==> config.mk <==
export PLATFORM = sky130hd
export DESIGN_NAME = regfile_write_arbiter_flat
export DESIGN_NICKNAME = d
export VERILOG_FILES = /design/src/rtl/regfile_write_arbiter_if.sv /design/src/rtl/regfile_write_arbiter.sv /design/src/flat_wrapper.sv
export SDC_FILE = /design/constraint.sdc
export NUM_CORES = 1
export LEC_CHECK = 0
export ABC_AREA = 1
export ABC_CLOCK_PERIOD_IN_PS = 7370
export CAP_MARGIN = 25
export CORE_ASPECT_RATIO = 0.75
export CORE_MARGIN = 10
export CORE_UTILIZATION = 45
export CTS_CLUSTER_SIZE = 25
export DETAILED_ROUTE_END_ITERATION = 6
export MAX_ROUTING_LAYER = met4
export PLACE_DENSITY = 0.79
export SLEW_MARGIN = 20
export SYNTH_ARGS = -nofsm -noshare
export SYNTH_HDL_FRONTEND = slang
export SYNTH_SLANG_ARGS = --single-unit
==> constraint.sdc <==
create_clock -name clk -period 7.37 [get_ports clk]
set_input_delay 1.8425 -clock clk [delete_from_list [all_inputs] [get_ports clk]]
set_output_delay 1.8425 -clock clk [all_outputs]
set_load 0.01 [all_outputs]
==> src/rtl/regfile_write_arbiter_if.sv <==
// Register-file write arbiter bundle: writeback and
// multi-cycle write requests, decode hazard probes, rf port.
interface regfile_write_arbiter_if #(
  parameter int FIFO_DEPTH = 4
);
  localparam int CW = $clog2(FIFO_DEPTH + 1);

  logic          wb_valid;
  logic [4:0]    wb_addr;
  logic [31:0]   wb_data;
  logic          wb_stall;

  logic          mc_valid;
  logic          mc_ready;
  logic [4:0]    mc_addr;
  logic [31:0]   mc_data;

  logic [4:0]    rd_addr1;
  logic [4:0]    rd_addr2;
  logic          pend_hit1;
  logic          pend_hit2;

  logic          rf_reg_write;
  logic [4:0]    rf_write_addr;
  logic [31:0]   rf_write_data;
  logic [CW-1:0] fifo_count;

  modport master (
    output wb_valid, wb_addr, wb_data,
    input  wb_stall,
    output mc_valid, mc_addr, mc_data,
    input  mc_ready,
    output rd_addr1, rd_addr2,
    input  pend_hit1, pend_hit2,
    input  rf_reg_write, rf_write_addr, rf_write_data,
    input  fifo_count
  );

  modport slave (
    input  wb_valid, wb_addr, wb_data,
    output wb_stall,
    input  mc_valid, mc_addr, mc_data,
    output mc_ready,
    input  rd_addr1, rd_addr2,
    output pend_hit1, pend_hit2,
    output rf_reg_write, rf_write_addr, rf_write_data,
    output fifo_count
  );
endinterface

==> src/rtl/regfile_write_arbiter.sv <==
// Shares the register-file write port between writeback (A)
// and a FIFO of multi-cycle results (B) with anti-starvation.
module regfile_write_arbiter #(
  parameter int FIFO_DEPTH   = 4,
  parameter int STARVE_LIMIT = 8
) (
  input logic clk,
  input logic rst,
  regfile_write_arbiter_if.slave bus
);
  localparam int AW = (FIFO_DEPTH > 1) ? $clog2(FIFO_DEPTH) : 1;
  localparam int CW = $clog2(FIFO_DEPTH + 1);
  localparam int SW = $clog2(STARVE_LIMIT + 1);
  localparam logic [CW-1:0] FULL  = CW'(FIFO_DEPTH);
  localparam logic [SW-1:0] LIMIT = SW'(STARVE_LIMIT);

  logic [4:0]    fifo_addr [FIFO_DEPTH];
  logic [31:0]   fifo_data [FIFO_DEPTH];
  logic [AW-1:0] head;
  logic [AW-1:0] tail;
  logic [CW-1:0] count;
  logic [SW-1:0] starve_cnt;

  logic          a_cand;
  logic          b_cand;
  logic          override;
  logic          grant_a;
  logic          grant_b;
  logic          accept;
  logic          enq;
  logic [4:0]    grant_addr;
  logic [31:0]   grant_data;
  logic          hit1;
  logic          hit2;
  logic [AW-1:0] idx;

  assign a_cand   = bus.wb_valid && (bus.wb_addr != 5'd0);
  assign b_cand   = (count != '0);
  assign override = b_cand && (starve_cnt == LIMIT);
  assign grant_b  = b_cand && (override || !a_cand);
  assign grant_a  = a_cand && !override;

  assign bus.wb_stall   = !rst && a_cand && override;
  assign bus.mc_ready   = !rst && (count < FULL);
  assign bus.fifo_count = count;

  // Reg-0 offers complete the handshake but are dropped.
  assign accept = bus.mc_valid && bus.mc_ready;
  assign enq    = accept && (bus.mc_addr != 5'd0);

  assign grant_addr = grant_b ? fifo_addr[head] : bus.wb_addr;
  assign grant_data = grant_b ? fifo_data[head] : bus.wb_data;

  // Scan live FIFO slots and the output stage for hazards.
  always_comb begin
    hit1 = 1'b0;
    hit2 = 1'b0;
    idx  = '0;
    for (int k = 0; k < FIFO_DEPTH; k++) begin
      idx = head + AW'(k);
      if (CW'(k) < count) begin
        if (fifo_addr[idx] == bus.rd_addr1) hit1 = 1'b1;
        if (fifo_addr[idx] == bus.rd_addr2) hit2 = 1'b1;
      end
    end
    if (bus.rf_reg_write) begin
      if (bus.rf_write_addr == bus.rd_addr1) hit1 = 1'b1;
      if (bus.rf_write_addr == bus.rd_addr2) hit2 = 1'b1;
    end
  end

  assign bus.pend_hit1 = !rst && (bus.rd_addr1 != 5'd0) && hit1;
  assign bus.pend_hit2 = !rst && (bus.rd_addr2 != 5'd0) && hit2;

  // FIFO payload storage; no reset needed, validity is count.
  always_ff @(posedge clk) begin
    if (enq) begin
      fifo_addr[tail] <= bus.mc_addr;
      fifo_data[tail] <= bus.mc_data;
    end
  end

  // Pointers, occupancy and the B starvation counter.
  always_ff @(posedge clk or posedge rst) begin
    if (rst) begin
      head       <= '0;
      tail       <= '0;
      count      <= '0;
      starve_cnt <= '0;
    end else begin
      if (enq)     tail <= tail + AW'(1);
      if (grant_b) head <= head + AW'(1);
      unique case ({enq, grant_b})
        2'b10:   count <= count + CW'(1);
        2'b01:   count <= count - CW'(1);
        default: count <= count;
      endcase
      // Only a B loss to A counts; the override caps it.
      if (b_cand && a_cand && !override)
        starve_cnt <= starve_cnt + SW'(1);
      else
        starve_cnt <= '0;
    end
  end

  // Registered write stage towards the register file.
  always_ff @(posedge clk or posedge rst) begin
    if (rst) begin
      bus.rf_reg_write  <= 1'b0;
      bus.rf_write_addr <= 5'd0;
      bus.rf_write_data <= 32'd0;
    end else if (grant_a || grant_b) begin
      bus.rf_reg_write  <= 1'b1;
      bus.rf_write_addr <= grant_addr;
      bus.rf_write_data <= grant_data;
    end else begin
      bus.rf_reg_write  <= 1'b0;
    end
  end
endmodule

==> src/flat_wrapper.sv <==
// flat-port wrapper written by rule: the top's interface ports become plain ports
module regfile_write_arbiter_flat 
#(
  parameter int FIFO_DEPTH   = 4,
  parameter int STARVE_LIMIT = 8
)
  (clk, rst, bus_wb_valid, bus_wb_addr, bus_wb_data, bus_wb_stall, bus_mc_valid, bus_mc_addr, bus_mc_data, bus_mc_ready, bus_rd_addr1, bus_rd_addr2, bus_pend_hit1, bus_pend_hit2, bus_rf_reg_write, bus_rf_write_addr, bus_rf_write_data, bus_fifo_count);
  regfile_write_arbiter_if #(.FIFO_DEPTH(FIFO_DEPTH)) bus_i ();
  input logic clk;
  input logic rst;
  input wire logic [$bits(bus_i.wb_valid)-1:0] bus_wb_valid;
  input wire logic [$bits(bus_i.wb_addr)-1:0] bus_wb_addr;
  input wire logic [$bits(bus_i.wb_data)-1:0] bus_wb_data;
  output wire logic [$bits(bus_i.wb_stall)-1:0] bus_wb_stall;
  input wire logic [$bits(bus_i.mc_valid)-1:0] bus_mc_valid;
  input wire logic [$bits(bus_i.mc_addr)-1:0] bus_mc_addr;
  input wire logic [$bits(bus_i.mc_data)-1:0] bus_mc_data;
  output wire logic [$bits(bus_i.mc_ready)-1:0] bus_mc_ready;
  input wire logic [$bits(bus_i.rd_addr1)-1:0] bus_rd_addr1;
  input wire logic [$bits(bus_i.rd_addr2)-1:0] bus_rd_addr2;
  output wire logic [$bits(bus_i.pend_hit1)-1:0] bus_pend_hit1;
  output wire logic [$bits(bus_i.pend_hit2)-1:0] bus_pend_hit2;
  output wire logic [$bits(bus_i.rf_reg_write)-1:0] bus_rf_reg_write;
  output wire logic [$bits(bus_i.rf_write_addr)-1:0] bus_rf_write_addr;
  output wire logic [$bits(bus_i.rf_write_data)-1:0] bus_rf_write_data;
  output wire logic [$bits(bus_i.fifo_count)-1:0] bus_fifo_count;
  assign bus_i.wb_valid = bus_wb_valid;
  assign bus_i.wb_addr = bus_wb_addr;
  assign bus_i.wb_data = bus_wb_data;
  assign bus_wb_stall = bus_i.wb_stall;
  assign bus_i.mc_valid = bus_mc_valid;
  assign bus_i.mc_addr = bus_mc_addr;
  assign bus_i.mc_data = bus_mc_data;
  assign bus_mc_ready = bus_i.mc_ready;
  assign bus_i.rd_addr1 = bus_rd_addr1;
  assign bus_i.rd_addr2 = bus_rd_addr2;
  assign bus_pend_hit1 = bus_i.pend_hit1;
  assign bus_pend_hit2 = bus_i.pend_hit2;
  assign bus_rf_reg_write = bus_i.rf_reg_write;
  assign bus_rf_write_addr = bus_i.rf_write_addr;
  assign bus_rf_write_data = bus_i.rf_write_data;
  assign bus_fifo_count = bus_i.fifo_count;
  regfile_write_arbiter #(.FIFO_DEPTH(FIFO_DEPTH), .STARVE_LIMIT(STARVE_LIMIT)) u_core (.clk(clk), .rst(rst), .bus(bus_i));
endmodule
==> impl_results.md, run 1 <==
- Num ports: 133
- Met3 WL: 2.40 mm
- Estimated wirelength of the detail-placed design: ~18 mm
- Placed insts: 1251
- Total number of vias: 7158
- Dpl ws: 1650 ps
- Final TNS setup: 0 ps
- Hold buffer count at cts: 0
- Total GRT Usage: just under 20%
- Worst Path Required: 5530 ps
- Clock buffer depth: 2
- DRT Wirelength: 25.2 mm
- TritonCTS buffer count: 17
- Chip width: approximately 180 um
- Minimum clock period: 5770 ps
- Max Cap Violations: 0
- First-pass GRT wire length: 39.0 mm
- Initial DRC count: 737
- Max_slew headroom: between 30% and 40%
- Worst Path Max Fanout: 7
- Vias in the first global route: 6883
- Setup bufs post-CTS: 0
- Worst-path clk slew: approximately 80 ps
- Initial antenna violation count: 1
- Final cell count without fillers: 1285
- Leakage dissipation: between 0.004 and 0.005 uW
- Power per standard cell area: 379 nW/um^2
- Layout Utilization: between 50 and 60%
- Layout cells sized above 1: 5.63%
- CTS tree: built
- Yosys top cell by area: edfxtp_1
- Die Area: between 20000 and 30000 um^2
- Max Slew Vio Count: 0
- Site row count: 44
- Final worst setup slack: ~1600 ps
- Design Area, Final: 11300 um^2
- #FFs+latches synth: 197
- Number of synthesized flops with an enable pin: 148
- Post-synthesis sequential area ratio: 62.5%
- Top cells by area, synth: edfxtp_1 49%, dfrtp_1 14%, nand2_1 10%
- Vias per std cell: 5.57
- Worst min path class: register to register
- Data arrival time of the worst path: 3930 ps
- Router iterations before antenna repair: 5
- Sw power: about 1700 uW
- Fillers: approximately 1.6k
- Period utilization: 78.3%
- Clock Sinks: 197
- Placed Area: ~11000 um^2
- Top_reg_cell synth: edfxtp_1
- M1 WL: approximately 11 mm
- Mapped cell area: roughly 9100 um^2
- Mean Syn Cell Area: 10.1 um^2
- Final net count: 1117
- Root Buffer: clkbuf_16
- Combinational Power Share: between 40% and 50%
- Setup violators final: 0
- Post-route ant nets: 0
- FF+latch area: around 5700 um^2
- Met2 WL: 11.1 mm
- CTS H-Tree Depth: 4
- Actual slew at the worst max-slew pin: between 1000 and 1500 ps
- Setup crit start kind: input port
- Hold Violations, Final: 0
- Post-synth cell types: 30
- Resize count post-CTS: 0
- Max IR drop VDD: roughly 230 uV
- Largest net degree at the start of global routing: between 60 and 70
- Max Used Layer: met4
- Outcome: completed
- Area taken by multi-input logic gates: 3020 um^2
- CP Class: input port to output port
- Syn_nets: 996
- PortBufs: 132
- Die Ht: 143 um
- Initial core utilization: a little under half
- Sequential group share of total power: 36.0%
- DR WL/cell: 19.6 um
- RSZ-0062 raised after global routing: no
- Grt ovf: 0
- Share of flip-flops with an asynchronous set or reset: about a quarter
- Synth top area share: between 40 and 50%
- Area Growth Syn to Fin: 24.0%
- Max Freq: 173 MHz
- Final Skew: 17.7 ps
- Cell with the most instances after synthesis: nand2_1
- R2R setup slack: roughly 3600 ps
- Core box area: approximately 20000 um^2
- Commonest cells in the netlist: 241 x nand2_1, 156 x nand3_1, 148 x edfxtp_1, 53 x nor2_1, 50 x inv_1
- RePlAce Congestion: about 0.97
- Clk Latency, worst-skew pair: 440 ps
- Cell Int Power: 2560 uW
- Switching share of power: 39.8%
- YS warnings: 0
- Crit path capture type: output port
- # DRC: 0
- Clock Power Share: 22.5%
- Post-Synthesis Cells: 897
-- sequential cells by signal, indices dropped and copies added (netlist names) --
name,count
u_core.head,2
u_core.bus.rf_reg_write,1
u_core.fifo_addr,20
u_core.bus.rf_write_addr,5
u_core.tail,2
u_core.starve_cnt,4
u_core.bus.rf_write_data,32
u_core.fifo_data,128
u_core.bus.fifo_count,3
-- power by group through the flow --
stage / combinational (uW) / sequential [uW] / clock [uW]
floorplan: 1070 / 1560 / 0
global placement: 1740 / 1550 / 0
detailed placement: 1750 / 1560 / 0
CTS: 1750 / 1540 / 970
global route: 1980 / 1560 / 1010
finish: 1770 / 1540 / 958
-- layout by cell type (no fill, tap or decap) --
| master | Yosys | final |
|---|---|---|
| o21ai_1 | 2 | 2 |
| o211ai_1 | 21 | 21 |
| inv_2 | 3 | 4 |
| a22oi_1 | 31 | 31 |
| diode_2 | 0 | 1 |
| nand3_1 | 156 | 156 |
| clkinv_1 | 1 | 1 |
| xnor2_1 | 5 | 5 |
| ha_1 | 11 | 11 |
| nor2_1 | 53 | 49 |
| clkinv_4 | 0 | 1 |
| clkinv_8 | 0 | 2 |
| xor2_1 | 11 | 11 |
| nand2_1 | 241 | 241 |
| buf_4 | 3 | 11 |
| a21oi_1 | 7 | 7 |
| clkdlybuf4s50_1 | 0 | 132 |
| a21boi_0 | 1 | 1 |
| o22ai_1 | 3 | 3 |
| and2_1 | 2 | 2 |
| nand2_2 | 4 | 4 |
| edfxtp_1 | 148 | 148 |
| clkbuf_8 | 0 | 1 |
| dfrtp_1 | 49 | 47 |
| clkbuf_16 | 0 | 17 |
| nand4_1 | 29 | 29 |
| nor3_1 | 2 | 2 |
| buf_12 | 0 | 1 |
| bufinv_16 | 0 | 2 |
| inv_1 | 50 | 49 |
| inv_6 | 0 | 7 |
| o21ai_0 | 21 | 21 |
| inv_8 | 0 | 1 |
| clkinv_2 | 0 | 1 |
| dfrtp_2 | 0 | 2 |
| a221oi_1 | 1 | 1 |
| a211oi_1 | 1 | 1 |
| o221ai_1 | 2 | 2 |
| nor2_4 | 0 | 4 |
-- kinds of logic after synthesis --
| logic type | Yosys count | synth area share, % |
|---|---|---|
| AO/OA/AOI/OAI | 90 | 6.62 |
| AND/OR/NAND/NOR | 487 | 23.3 |
| XOR/XNOR | 16 | 1.54 |
| buffers and inverters | 96 | 4.56 |
| adder cells (fa/ha/maj) | 11 | 1.52 |
| flip-flops | 197 | 62.5 |
-- worst max-delay path: stages --
cell and delay [ps]:
clkdlybuf4s50_1 570, inv_1 200, nand3_1 130, nand2_1 90
nor2_1 120, nand3_1 140, nand3_1 170, nor2_1 50
nor2_1 80, clkdlybuf4s50_1 540
-- worst paths after layout --
check | to | cells after the start | start
setup / recovery | bus_pend_hit2 | 10 | bus_rd_addr2[0]
hold / removal | u_core.bus.rf_write_data[6]$_DFFE_PP0P_ | 2 | u_core.bus.rf_write_data[6]$_DFFE_PP0P_
setup reg to reg | u_core.bus.rf_write_data[22]$_DFFE_PP0P_ | 9 | u_core.bus.fifo_count[0]$_DFFE_PP0P_
hold reg to reg | u_core.bus.rf_write_data[6]$_DFFE_PP0P_ | 2 | u_core.bus.rf_write_data[6]$_DFFE_PP0P_
max in group asynchronous | u_core.head[0]$_DFFE_PP0P_ | 3 | rst
min in group asynchronous | u_core.bus.rf_write_addr[2]$_DFFE_PP0P_ | 3 | rst
-- layer usage --
layer  track usage (%)  vias up
li1                  -     3399
met1              27.2     3388
met2              28.6      350
met3              4.89       21
met4              5.12        0
met5                 -        -
-- area by class of cell --
type / instances / area share (%)
multi-input cells: 604 / 26.8
flip-flops and latches: 197 / 50.4
clock inverters: 14 / 1.59
diodes: 1 / 0.0222
clock buffers: 18 / 3.90
inverters: 54 / 1.80
repair buffers: 144 / 12.6
well taps: 253 / 2.81
-- metrics by stage --
step,total power (uW),hold slack [ps]
after floorplan,2630,453
after global placement,3300,462
after detailed placement,3300,470
after CTS,4260,490
after global routing,4550,497
final,4260,485
Note: power is estimated with default switching activity, not from simulation.
==> inputs of run 2 (changes only) <==
--- a/config.mk
+++ b/config.mk
@@ -6,7 +6,7 @@
 export NUM_CORES = 1
 export LEC_CHECK = 0
 export ABC_AREA = 1
-export ABC_CLOCK_PERIOD_IN_PS = 7370
+export ABC_CLOCK_PERIOD_IN_PS = 5700
 export CAP_MARGIN = 25
 export CORE_ASPECT_RATIO = 0.75
 export CORE_MARGIN = 10
==> constraint.sdc (replaced) <==
create_clock -name clk -period 5.7 [get_ports clk]
set_input_delay 1.425 -clock clk [delete_from_list [all_inputs] [get_ports clk]]
set_output_delay 1.425 -clock clk [all_outputs]
set_load 0.01 [all_outputs]
==> run 2 against run 1 <==
Hold slack about the same. Count of clock-buffer cells in the layout unchanged. Wire length barely moved. Combinational power increased by 28%.
==> impl_results.md, run 2 (synthesis gave the netlist of run 1 again) <==
- Minimum clock period: 4860 ps
- PortBufs: 132 (unchanged)
- Max IR drop VDD: 265 uV (was 234 uV)
- CP Class: register to output port (was input port to output port)
- Layout cells sized above 1: 5.71% (was 5.63%)
- Total number of vias: 7183 (was 7158)
- Actual slew at the worst max-slew pin: 709 ps (was 1030 ps)
- Worst-path clk slew: 70 ps (was 80 ps)
- Vias in the first global route: 6930 (was 6883)
- Combinational Power Share: 41.8% (was 41.5%)
- Worst Path Required: 4280 ps (was 5530 ps)
- Die Ht: 143 um (unchanged)
- Leakage dissipation: 0.00438 uW (was 0.00441 uW)
- Clock Sinks: 197 (unchanged)
- Met2 WL: 11.1 mm (about the same)
- Site row count: 44 (unchanged)
- FF-to-FF End: u_core.bus.rf_write_data[17]$_DFFE_PP0P_ (was u_core.bus.rf_write_data[22]$_DFFE_PP0P_)
- Most frequent cells in the layout: 241 x nand2_1, 156 x nand3_1, 148 x edfxtp_1, 132 x clkdlybuf4s50_1 (unchanged)
- Clock Power Share: 21.2% (was 22.5%)
- Largest Register: u_core.fifo_data (unchanged)
- Num ports: 133 (unchanged)
- HP Start: u_core.bus.rf_write_data[24]$_DFFE_PP0P_ (was u_core.bus.rf_write_data[6]$_DFFE_PP0P_)
- Root Buffer: clkbuf_16 (unchanged)
- Final Skew: 10.6 ps (was 17.7 ps)
- Clk Latency, worst-skew pair: 430 ps (was 440 ps)
- Hold Violations, Final: 0 (unchanged)
- Hold buffer count at cts: 0 (unchanged)
- Worst min path class: register to register (unchanged)
- Vias per std cell: 5.58 (was 5.57)
- Setup bufs post-CTS: 0 (unchanged)
- CTS H-Tree Depth: 4 (unchanged)
- Crit path capture type: output port (unchanged)
- Leading registers by flop count: u_core.fifo_data x128, u_core.bus.rf_write_data x32, u_core.fifo_addr x20 (unchanged)
- Max Slew Vio Count: 0 (unchanged)
- Critical Path Source: u_core.head[0]$_DFFE_PP0P_ (was bus_rd_addr2[0])
- RSZ-0062 raised after global routing: no (unchanged)
- M1 WL: 11.7 mm (was 11.5 mm)
- Met3 WL: 2.13 mm (was 2.40 mm)
- Data arrival time of the worst path: 3430 ps (was 3930 ps)
- Sequential group share of total power: 37.1% (was 36.0%)
- TritonCTS buffer count: 17 (unchanged)
- Hold path depth: 2 (unchanged)
- Largest net degree at the start of global routing: 50 (was 63)
- Final Power: 5430 uW (was 4260 uW)
- Area Growth Syn to Fin: 24.0% (about the same)
- R2R setup slack: 2680 ps (was 3600 ps)
- Worst r2r src: u_core.bus.fifo_count[0]$_DFFE_PP0P_ (unchanged)
- Switching share of power: 40.7% (was 39.8%)
- Max Cap Violations: 0 (unchanged)
- Power per standard cell area: 482 nW/um^2 (was 379 nW/um^2)
- First-pass GRT wire length: 38.9 mm (was 39.0 mm)
- R2R depth: 11 (was 9)
- Max Used Layer: met4 (unchanged)
- Final TNS setup: 0 ps (unchanged)
- Resize count post-CTS: 0 (unchanged)
- Max_slew headroom: 52.6% (was 31.4%)
- DR WL/cell: 19.5 um (was 19.6 um)
- Initial DRC count: 770 (was 737)
- Total GRT Usage: 19.6% (was 19.8%)
- Chip width: 184 um (unchanged)
- Final net count: 1119 (was 1117)
- Worst Path Max Fanout: 37 (was 7)
- Core box area: 19600 um^2 (unchanged)
- Most common cell after layout, fill and taps aside: nand2_1 (unchanged)
- Sw power: 2210 uW (was 1700 uW)
- Router iterations before antenna repair: 5 (unchanged)
- CTS tree: built (unchanged)
- Max Freq: 206 MHz
- Max reg flops: 128 (unchanged)
- DRT Wirelength: 25.1 mm (was 25.2 mm)
- Post-route ant nets: 0 (unchanged)
- Outcome: completed (unchanged)
- Cell Int Power: 3220 uW (was 2560 uW)
- # DRC: 0 (unchanged)
- Setup violators final: 0 (unchanged)
- Estimated wirelength of the detail-placed design: 17.2 mm (was 17.5 mm)
- Period utilization: 85.2%
- Initial core utilization: 46.3% (unchanged)
- RePlAce Congestion: 1.07 (was 0.974)
- Setup crit start kind: register (was input port)
- Clock buffer depth: 2 (unchanged)
- Hold Crit Endpoint: u_core.bus.rf_write_data[24]$_DFFE_PP0P_ (was u_core.bus.rf_write_data[6]$_DFFE_PP0P_)
- Die Area: 26300 um^2 (unchanged)
- Initial antenna violation count: 1 (unchanged)
- Grt ovf: 0 (unchanged)
run 2: worst max-delay path by stage:
stage	endpoint	slack, ps	depth (start not counted)
4_1_cts	bus_pend_hit1	860	12
2_1_floorplan	bus_pend_hit1	1350	3
3_3_place_gp	bus_pend_hit1	910	10
6_report	bus_pend_hit2	840	12
3_5_place_dp	bus_pend_hit2	960	10
5_1_grt	bus_pend_hit2	480	12
run 2: routing by layer:
layer	global-route usage (%)	vias up
met5	-	-
met4	4.00	0
met3	5.80	17
met2	28.0	310
met1	27.1	3452
li1	-	3404
run 2: area by class of cell:
class	instances	area [um^2]
Fill cell	1639	8350
Sequential cell	197	5670
Multi-Input combinational cell	604	3020
Timing Repair Buffer	146	1460
Clock buffer	18	429
Tap cell	253	317
Inverter	54	203
Clock inverter	14	141
Antenna cell	1	2.50
run 2: power by group through the flow:
stage               logic (uW)  registers (uW)  clock network [uW]
finish                    2270            2010                1150
global route              2520            2040                1230
CTS                       2260            2010                1160
detailed placement        2250            2040                   0
global placement          2240            2030                   0
floorplan                 1380            2020                   0
run 2: critical path, cell delays in order, from the launching register on:
cell	delay, ps
dfrtp_2	580
inv_2	550
nand2_1	180
nand2_2	320
nand2_1	130
nand3_1	90
nand2_1	60
nor2_1	140
nand3_1	90
nand3_1	140
nor2_1	60
nor2_1	80
clkdlybuf4s50_1	540
run 2: stage by stage:
step | setup WS [ps] | utilization, % | std cells | area, um^2 | hold slack (ps)
after floorplan | 1350 | - | 897 | 9080 | 453
after global placement | 908 | 54.5 | 1254 | 10700 | 462
after detailed placement | 959 | 54.5 | 1254 | 10700 | 465
after CTS | 863 | 57.4 | 1286 | 11200 | 485
after global routing | 483 | 57.4 | 1287 | 11300 | 494
final | 842 | 57.4 | 1287 | 11300 | 485
